[src/rtl/word32_8bits_pkg.sv]
// Shared types for the 8b/32b converters: FSM states, byte counter and a
// byte-lane selector honouring the configured byte order.
package word32_8bits_pkg;

  typedef enum logic {
    IDLE = 1'b0,
    SEND = 1'b1
  } state_t;

  localparam int unsigned CNT_W = 2;

  typedef logic [CNT_W-1:0] cnt_t;

  // Byte 'idx' of a word in transmit order; idx 0 is the first byte sent.
  function automatic logic [7:0] pick_byte(input logic [31:0] w, input cnt_t idx,
                                           input bit msb_first);
    cnt_t sel;
    sel = msb_first ? cnt_t'(~idx) : idx;
    case (sel)
      2'd0:    return w[7:0];
      2'd1:    return w[15:8];
      2'd2:    return w[23:16];
      default: return w[31:24];
    endcase
  endfunction

endpackage

[src/rtl/word32_8bits_if.sv]
// Word-in / byte-out handshake bundle for word32_8bits.
interface word32_8bits_if;
  logic        valid_in;
  logic [31:0] Data_in;
  logic        ready_in;
  logic        valid_out;
  logic [7:0]  Data_out;
  logic        busy;

  modport master (
    output valid_in, Data_in,
    input  ready_in, valid_out, Data_out, busy
  );

  modport slave (
    input  valid_in, Data_in,
    output ready_in, valid_out, Data_out, busy
  );
endinterface

[src/rtl/word_skid_reg.sv]
// One-word holding register with a full flag: written on load, emptied on take.
module word_skid_reg #(
  parameter int unsigned W = 32
) (
  input  logic         clk,
  input  logic         rst,
  input  logic         i_load,
  input  logic         i_take,
  input  logic [W-1:0] i_data,
  output logic [W-1:0] o_data,
  output logic         o_full
);

  logic [W-1:0] r_data;
  logic         r_full;

  always_ff @(posedge clk or posedge rst) begin
    if (rst) begin
      r_data <= '0;
      r_full <= 1'b0;
    end else begin
      if (i_load) r_data <= i_data;
      if (i_load)      r_full <= 1'b1;
      else if (i_take) r_full <= 1'b0;
    end
  end

  assign o_data = r_data;
  assign o_full = r_full;

endmodule

[src/rtl/word32_8bits.sv]
// 32-bit word to 8-bit byte serializer: one byte per clk_4f, one word of
// look-ahead storage so back-to-back words stream without bubbles.
module word32_8bits
  import word32_8bits_pkg::*;
#(
  parameter bit MSB_FIRST = 1'b1
) (
  input logic           clk_4f,
  input logic           reset,
  word32_8bits_if.slave bus
);

  state_t      r_state, w_state_nxt;
  cnt_t        r_cnt, w_cnt_nxt;
  logic [31:0] r_active, w_active_nxt;
  logic        r_have_next, w_have_nxt;
  logic        r_valid, w_valid_nxt;
  logic [7:0]  r_dout, w_dout_nxt;

  logic        w_pend_full;
  logic [31:0] w_pend_data;
  logic        w_load;
  logic        w_take;
  logic        w_accept;

  assign w_accept = bus.valid_in & ~w_pend_full;

  word_skid_reg #(.W(32)) u_skid (
    .clk    (clk_4f),
    .rst    (reset),
    .i_load (w_load),
    .i_take (w_take),
    .i_data (bus.Data_in),
    .o_data (w_pend_data),
    .o_full (w_pend_full)
  );

  always_ff @(posedge clk_4f or posedge reset) begin
    if (reset) begin
      r_state     <= IDLE;
      r_cnt       <= '0;
      r_active    <= '0;
      r_have_next <= 1'b0;
      r_valid     <= 1'b0;
      r_dout      <= '0;
    end else begin
      r_state     <= w_state_nxt;
      r_cnt       <= w_cnt_nxt;
      r_active    <= w_active_nxt;
      r_have_next <= w_have_nxt;
      r_valid     <= w_valid_nxt;
      r_dout      <= w_dout_nxt;
    end
  end

  // cnt==0 in SEND is the word boundary: the next word (if any) was latched
  // into r_active on the byte-3 edge and its byte 0 goes out now.
  always_comb begin
    w_state_nxt  = r_state;
    w_cnt_nxt    = r_cnt;
    w_active_nxt = r_active;
    w_have_nxt   = r_have_next;
    w_valid_nxt  = r_valid;
    w_dout_nxt   = r_dout;
    w_load       = 1'b0;
    w_take       = 1'b0;

    unique case (r_state)
      IDLE: begin
        if (w_pend_full || w_accept) begin
          w_take       = w_pend_full;
          w_active_nxt = w_pend_full ? w_pend_data : bus.Data_in;
          w_dout_nxt   = pick_byte(w_active_nxt, '0, MSB_FIRST);
          w_valid_nxt  = 1'b1;
          w_cnt_nxt    = cnt_t'(1);
          w_state_nxt  = SEND;
        end
      end
      SEND: begin
        if (r_cnt == '0) begin
          if (r_have_next) begin
            w_dout_nxt  = pick_byte(r_active, '0, MSB_FIRST);
            w_valid_nxt = 1'b1;
            w_cnt_nxt   = cnt_t'(1);
            w_have_nxt  = 1'b0;
          end else begin
            w_dout_nxt  = '0;
            w_valid_nxt = 1'b0;
            w_state_nxt = IDLE;
          end
          w_load = w_accept;
        end else begin
          w_dout_nxt  = pick_byte(r_active, r_cnt, MSB_FIRST);
          w_valid_nxt = 1'b1;
          w_cnt_nxt   = r_cnt + cnt_t'(1);
          if (r_cnt == '1) begin
            if (w_pend_full) begin
              w_take       = 1'b1;
              w_active_nxt = w_pend_data;
              w_have_nxt   = 1'b1;
            end else if (w_accept) begin
              w_active_nxt = bus.Data_in;
              w_have_nxt   = 1'b1;
            end
          end else begin
            w_load = w_accept;
          end
        end
      end
      default: ;
    endcase
  end

  assign bus.ready_in  = ~w_pend_full;
  assign bus.valid_out = r_valid;
  assign bus.Data_out  = r_dout;
  assign bus.busy      = (r_state == SEND) | w_pend_full;

endmodule
[src/flat_wrapper.sv]
// flat-port wrapper written by rule: the top's interface ports become plain ports
module word32_8bits_flat import word32_8bits_pkg::*;
#(
  parameter bit MSB_FIRST = 1'b1
)
  (clk_4f, reset, bus_valid_in, bus_Data_in, bus_ready_in, bus_valid_out, bus_Data_out, bus_busy);
  word32_8bits_if bus_i ();
  input logic clk_4f;
  input logic reset;
  input wire logic [$bits(bus_i.valid_in)-1:0] bus_valid_in;
  input wire logic [$bits(bus_i.Data_in)-1:0] bus_Data_in;
  output wire logic [$bits(bus_i.ready_in)-1:0] bus_ready_in;
  output wire logic [$bits(bus_i.valid_out)-1:0] bus_valid_out;
  output wire logic [$bits(bus_i.Data_out)-1:0] bus_Data_out;
  output wire logic [$bits(bus_i.busy)-1:0] bus_busy;
  assign bus_i.valid_in = bus_valid_in;
  assign bus_i.Data_in = bus_Data_in;
  assign bus_ready_in = bus_i.ready_in;
  assign bus_valid_out = bus_i.valid_out;
  assign bus_Data_out = bus_i.Data_out;
  assign bus_busy = bus_i.busy;
  word32_8bits #(.MSB_FIRST(MSB_FIRST)) u_core (.clk_4f(clk_4f), .reset(reset), .bus(bus_i));
endmodule
[config.mk]
export PLATFORM = sky130hd
export DESIGN_NAME = word32_8bits_flat
export DESIGN_NICKNAME = d
export VERILOG_FILES = /design/src/rtl/word32_8bits_pkg.sv /design/src/rtl/word32_8bits_if.sv /design/src/rtl/word_skid_reg.sv /design/src/rtl/word32_8bits.sv /design/src/flat_wrapper.sv
export SDC_FILE = /design/constraint.sdc
export NUM_CORES = 1
export LEC_CHECK = 0
export ABC_AREA = 1
export CAP_MARGIN = 20
export CELL_PAD_IN_SITES_DETAIL_PLACEMENT = 0
export CELL_PAD_IN_SITES_GLOBAL_PLACEMENT = 1
export CORE_MARGIN = 2
export CORE_UTILIZATION = 27
export CTS_CLUSTER_SIZE = 16
export DETAILED_ROUTE_END_ITERATION = 10
export GPL_ROUTABILITY_DRIVEN = 0
export PLACE_DENSITY_LB_ADDON = 0.1
export SYNTH_ARGS = -nofsm -noshare
export SYNTH_HDL_FRONTEND = slang
export SYNTH_SLANG_ARGS = --single-unit
export TNS_END_PERCENT = 30
[constraint.sdc]
create_clock -name clk_4f -period 3 [get_ports clk_4f]
set_input_delay 0.6 -clock clk_4f [delete_from_list [all_inputs] [get_ports clk_4f]]
set_output_delay 0.6 -clock clk_4f [all_outputs]
set_load 0.01 [all_outputs]
==> results <==
- The run finished with clean final reports.
- Input and output buffers added on the ports amount to 45.
- The critical path is of the flop to flop type.
- The nature of the critical path endpoint is a flop.
- The clock tree from TritonCTS is done.
- For this run, the total global-route usage over all layers was measured as 0.1328.
- The number of antenna violations at the first check in global routing came to 0.
- The share of async-settable or async-resettable flops after synthesis is 1.000.
- Summing all non-filler instances in the final layout gives an area of between 4000 and 5000 sq um.
- The post-detailed-route via-to-cell ratio is 4.355.
- The number of register bits inferred by synthesis is 78.
- The normalized max-slew margin is 0.5478.
- In the post-route analysis, the smallest setup slack over all paths is 0.6079 ns.
- Buffers inserted to repair hold after CTS numbered 0.
- The clock skew after layout is 0.006887 ns.
- The share of synthesized area in the top cell type comes to 0.4949.
- The start point of the critical path is u_core.r_cnt[0]$_DFFE_PP0P_.
- STA classifies the critical path startpoint as a flop.
- The worst ir drop on vdd is ~0.00032 V.
- The startpoint of the worst register-to-register path is u_core.r_cnt[0]$_DFFE_PP0P_.
- Of the cells placed in the final design, the portion with a size suffix greater than 1 is 0.1080.
- The number of diodes added for antenna fixing is 0.
- Clock tree synthesis inserted a total of 9 buffers.
- The count of different cell masters after synthesis is 20.
- The cell count after placement is 706.
- The clock net in this run drives a total of 78 sinks.
- Once the clock tree was built, the resizer swapped 0 gates to a different size.
- In the synthesized netlist, the number of instances is between 400 and 500.
- The worst register-to-register path ends at u_core.r_active[5]$_DFFE_PP0P_.
- The number of nets in the synthesized netlist is roughly 540.
- The final total negative setup slack is 0 ns.
- The final-report max-slew violation count is 0.
- The number of detailed-route iterations in the first pass is 4.
- The count of warnings emitted by yosys is 0.
- The cell type with the highest aggregate area in the netlist is sky130_fd_sc_hd__dfrtp_1.
- Pin placement for this block handled 46 I/O pins.
- Prior to clock tree synthesis, the placed netlist has a worst setup slack of 0.5826 ns.
- After floorplanning, the core was sized to cover 14420 sq um.
- The main flop type after synthesis is sky130_fd_sc_hd__dfrtp_1.
- For this configuration, the core starts out at a cell density of 0.2734.
- The H-tree generated during clock tree synthesis spans 3 levels.
- The final layout contains routed wiring with a total length of 9.621 mm.
- The floorplan has 44 rows.
- The root buffer cell chosen for the clock tree is sky130_fd_sc_hd__clkbuf_16.
- Yosys attributes the largest share of cell area to sky130_fd_sc_hd__dfrtp_1 (49%), sky130_fd_sc_hd__nand2_1 (18%), sky130_fd_sc_hd__o21ai_0 (8.4%), sky130_fd_sc_hd__o21ai_2 (6.9%), sky130_fd_sc_hd__inv_1 (4.3%).
- STA puts the critical path data required time at 3.28 ns.
- From synthesis to final layout, the design area changed by 22.21%.
- The clock edge transition at the registers on the reported setup and hold paths is 0.06 ns.
- The clock tree buffer depth is 2.
- The first-pass GRT wire length is about 16 mm.
- The power density over cell area is 1044 nW/um^2.
- The remaining design rule violation count is 0.
- After legalization and detailed placement, the total HPWL measured 6.648 mm.
- The number of instances on the worst hold path is 2.
- The max-cap check violation count is 0.
- The combined area of all synthesized cells is 3944 sq um.
- In the synthesized netlist, the cells that appear most often are sky130_fd_sc_hd__nand2_1 (187), sky130_fd_sc_hd__dfrtp_1 (78), sky130_fd_sc_hd__o21ai_0 (66).
- The synthesized area divided by synthesized cell count is 7.903 sq um.
- The library cell with the highest instance count after synthesis is sky130_fd_sc_hd__nand2_1.
- The top achievable clock speed is 418.0 MHz.
- The share of the clock period used by the worst path is 0.7974.
- The clock latency of the later-clocked register in the worst-skew pair is between 0.3 and 0.4 ns.
- Subtracting the final worst setup slack from the clock period gives 2.392 ns.
- STA puts the critical path data arrival time at 2.68 ns.
- The number of cells on the worst reg-to-reg path is 8.
- Entering global routing, the biggest net connects 79 pins.
- After detailed placement, the total cell area comes to 4536 sq um.
- Setup violations remaining at the end of the flow were counted as 0.
- Summing over every cut layer, the via total after detailed routing is around 3.1k.
- The per-cell routed wire length is 13.34 um.
- Excluding fillers, the count of instances in the completed layout stands at 721.
- For the pin with the worst max-slew slack, the measured transition is 0.6776 ns.
- The final net count is 572.
- The tightest min-delay check is of the flop to flop type.
- Setup slack on the worst reg-to-reg path comes out at 0.61 ns.
- Once detail routing completed, the nets flagged for antenna violations numbered 0.
- The via count of the first global-routing pass is roughly 3.2k.
- Setup repair after global routing left no endpoint under its margin.
- Measured along the x axis, the die boundary spans around 120 um.
- The number of synthesized flops with an enable pin is 0.
- The sequential element share of the synthesized area is 0.4949.
- The number of DRC violations after detailed-routing iteration 0 is between 150 and 200.
- The highest net fanout along the worst path is 18.
- For this design the static power due to leakage is around 2.4 nW.
- The final number of hold-violating endpoints is 0.
- Buffers added to address setup during post-CTS repair amount to 0.
- The die covers roughly 16000 sq um.
- Measured along the y axis, the die boundary spans 124.9 um.
- The overall overflow remaining after global route is 0.
- Following the worst setup path forward leads to its endpoint at u_core.r_active[5]$_DFFE_PP0P_.
- Fill cells in the final layout number 1562.
through the flow:
stage	utilization	power (W)	hold WS, ns
6_report	0.3341	0.005030	0.4807
2_1_floorplan	-	0.003366	0.4510
3_5_place_dp	0.3145	0.004028	0.4681
5_1_grt	0.3341	0.005523	0.4948
4_1_cts	0.3341	0.005140	0.4830
3_3_place_gp	0.3145	0.004000	0.4641
area by class of cell:
cell class | instances | area (sq um) | share of cell area
clock buffers | 14 | 254.0 | 0.05270
well taps | 184 | 230.2 | 0.04777
flip-flops and latches | 78 | 1952 | 0.4050
multi-input cells | 345 | 1649 | 0.3422
repair buffers | 52 | 528.0 | 0.1096
inverters | 47 | 176.4 | 0.03660
clock inverters | 1 | 30.03 | 0.006231
routing by layer:
layer	share of wire	vias up	track usage	wire length (um)
met4	0.020	0	0.05294	196
met1	0.48	1451	0.1714	4663
met2	0.46	42	0.2141	4471
met5	0	-	0	0
met3	0.030	16	0.03308	290
li1	-	1631	-	-
cells by family (layout without fill, tap and decap cells):
kind of cell | after synthesis | after routing | share of synthesized area
adder cells (fa/ha/maj) | 4 | 4 | 0.01269
buffers and inverters | 76 | 114 | 0.08756
flip-flops | 78 | 78 | 0.4949
AND/OR/NAND/NOR | 241 | 241 | 0.2456
AO/OA/AOI/OAI | 100 | 100 | 0.1593
placed cells by master (no fill, tap or decap), drive strengths merged:
| cell | netlist | layout |
|---|---|---|
| clkdlybuf4s50 | 0 | 45 |
| nand3 | 18 | 18 |
| nor3 | 1 | 1 |
| nand2 | 188 | 188 |
| o21ai | 100 | 100 |
| inv | 47 | 47 |
| nor2 | 26 | 26 |
| ha | 4 | 4 |
| clkbuf | 13 | 14 |
| bufinv | 0 | 1 |
| or2 | 8 | 8 |
| dfrtp | 78 | 78 |
| buf | 16 | 7 |
how the worst min path moves through the flow:
| stage | startpoint | endpoint |
|---|---|---|
| 2_1_floorplan | u_core.r_active[7]$_DFFE_PP0P_ | u_core.r_active[7]$_DFFE_PP0P_ |
| 3_3_place_gp | u_core.u_skid.o_data[2]$_DFFE_PP0P_ | u_core.u_skid.o_data[2]$_DFFE_PP0P_ |
| 3_5_place_dp | u_core.u_skid.o_data[11]$_DFFE_PP0P_ | u_core.u_skid.o_data[11]$_DFFE_PP0P_ |
| 4_1_cts | u_core.u_skid.o_data[11]$_DFFE_PP0P_ | u_core.u_skid.o_data[11]$_DFFE_PP0P_ |
| 5_1_grt | u_core.u_skid.o_data[31]$_DFFE_PP0P_ | u_core.u_skid.o_data[31]$_DFFE_PP0P_ |
| 6_report | u_core.u_skid.o_data[3]$_DFFE_PP0P_ | u_core.u_skid.o_data[3]$_DFFE_PP0P_ |
worst max-delay path: stages, from the launching register on:
cell and delay (ns):
sky130_fd_sc_hd__dfrtp_1 0.38, sky130_fd_sc_hd__inv_1 0.10, sky130_fd_sc_hd__ha_1 0.22, sky130_fd_sc_hd__nand2_1 0.32
sky130_fd_sc_hd__o21ai_4 0.23, sky130_fd_sc_hd__nor2_2 0.58, sky130_fd_sc_hd__buf_4 0.34, sky130_fd_sc_hd__nand2_1 0.09
sky130_fd_sc_hd__nand2_1 0.07
power breakdown:
group	internal (W)	switching [W]	leakage, nW	total (W)
combinational	0.000775	0.00136	1.24	0.00214
clock	0.000664	0.000414	0.137	0.00108
sequential	0.00153	0.000285	0.976	0.00182
total	0.00297	0.00206	2.36	0.00503
flip-flops by register name, indices dropped and copies added, names as in the netlist:
register	count
u_core.bus.Data_out	8
u_core.bus.valid_out	1
u_core.r_active	32
u_core.r_cnt	2
u_core.r_have_next	1
u_core.r_state	1
u_core.u_skid.o_data	32
u_core.u_skid.o_full	1
Power figures use the tool's default switching activity.
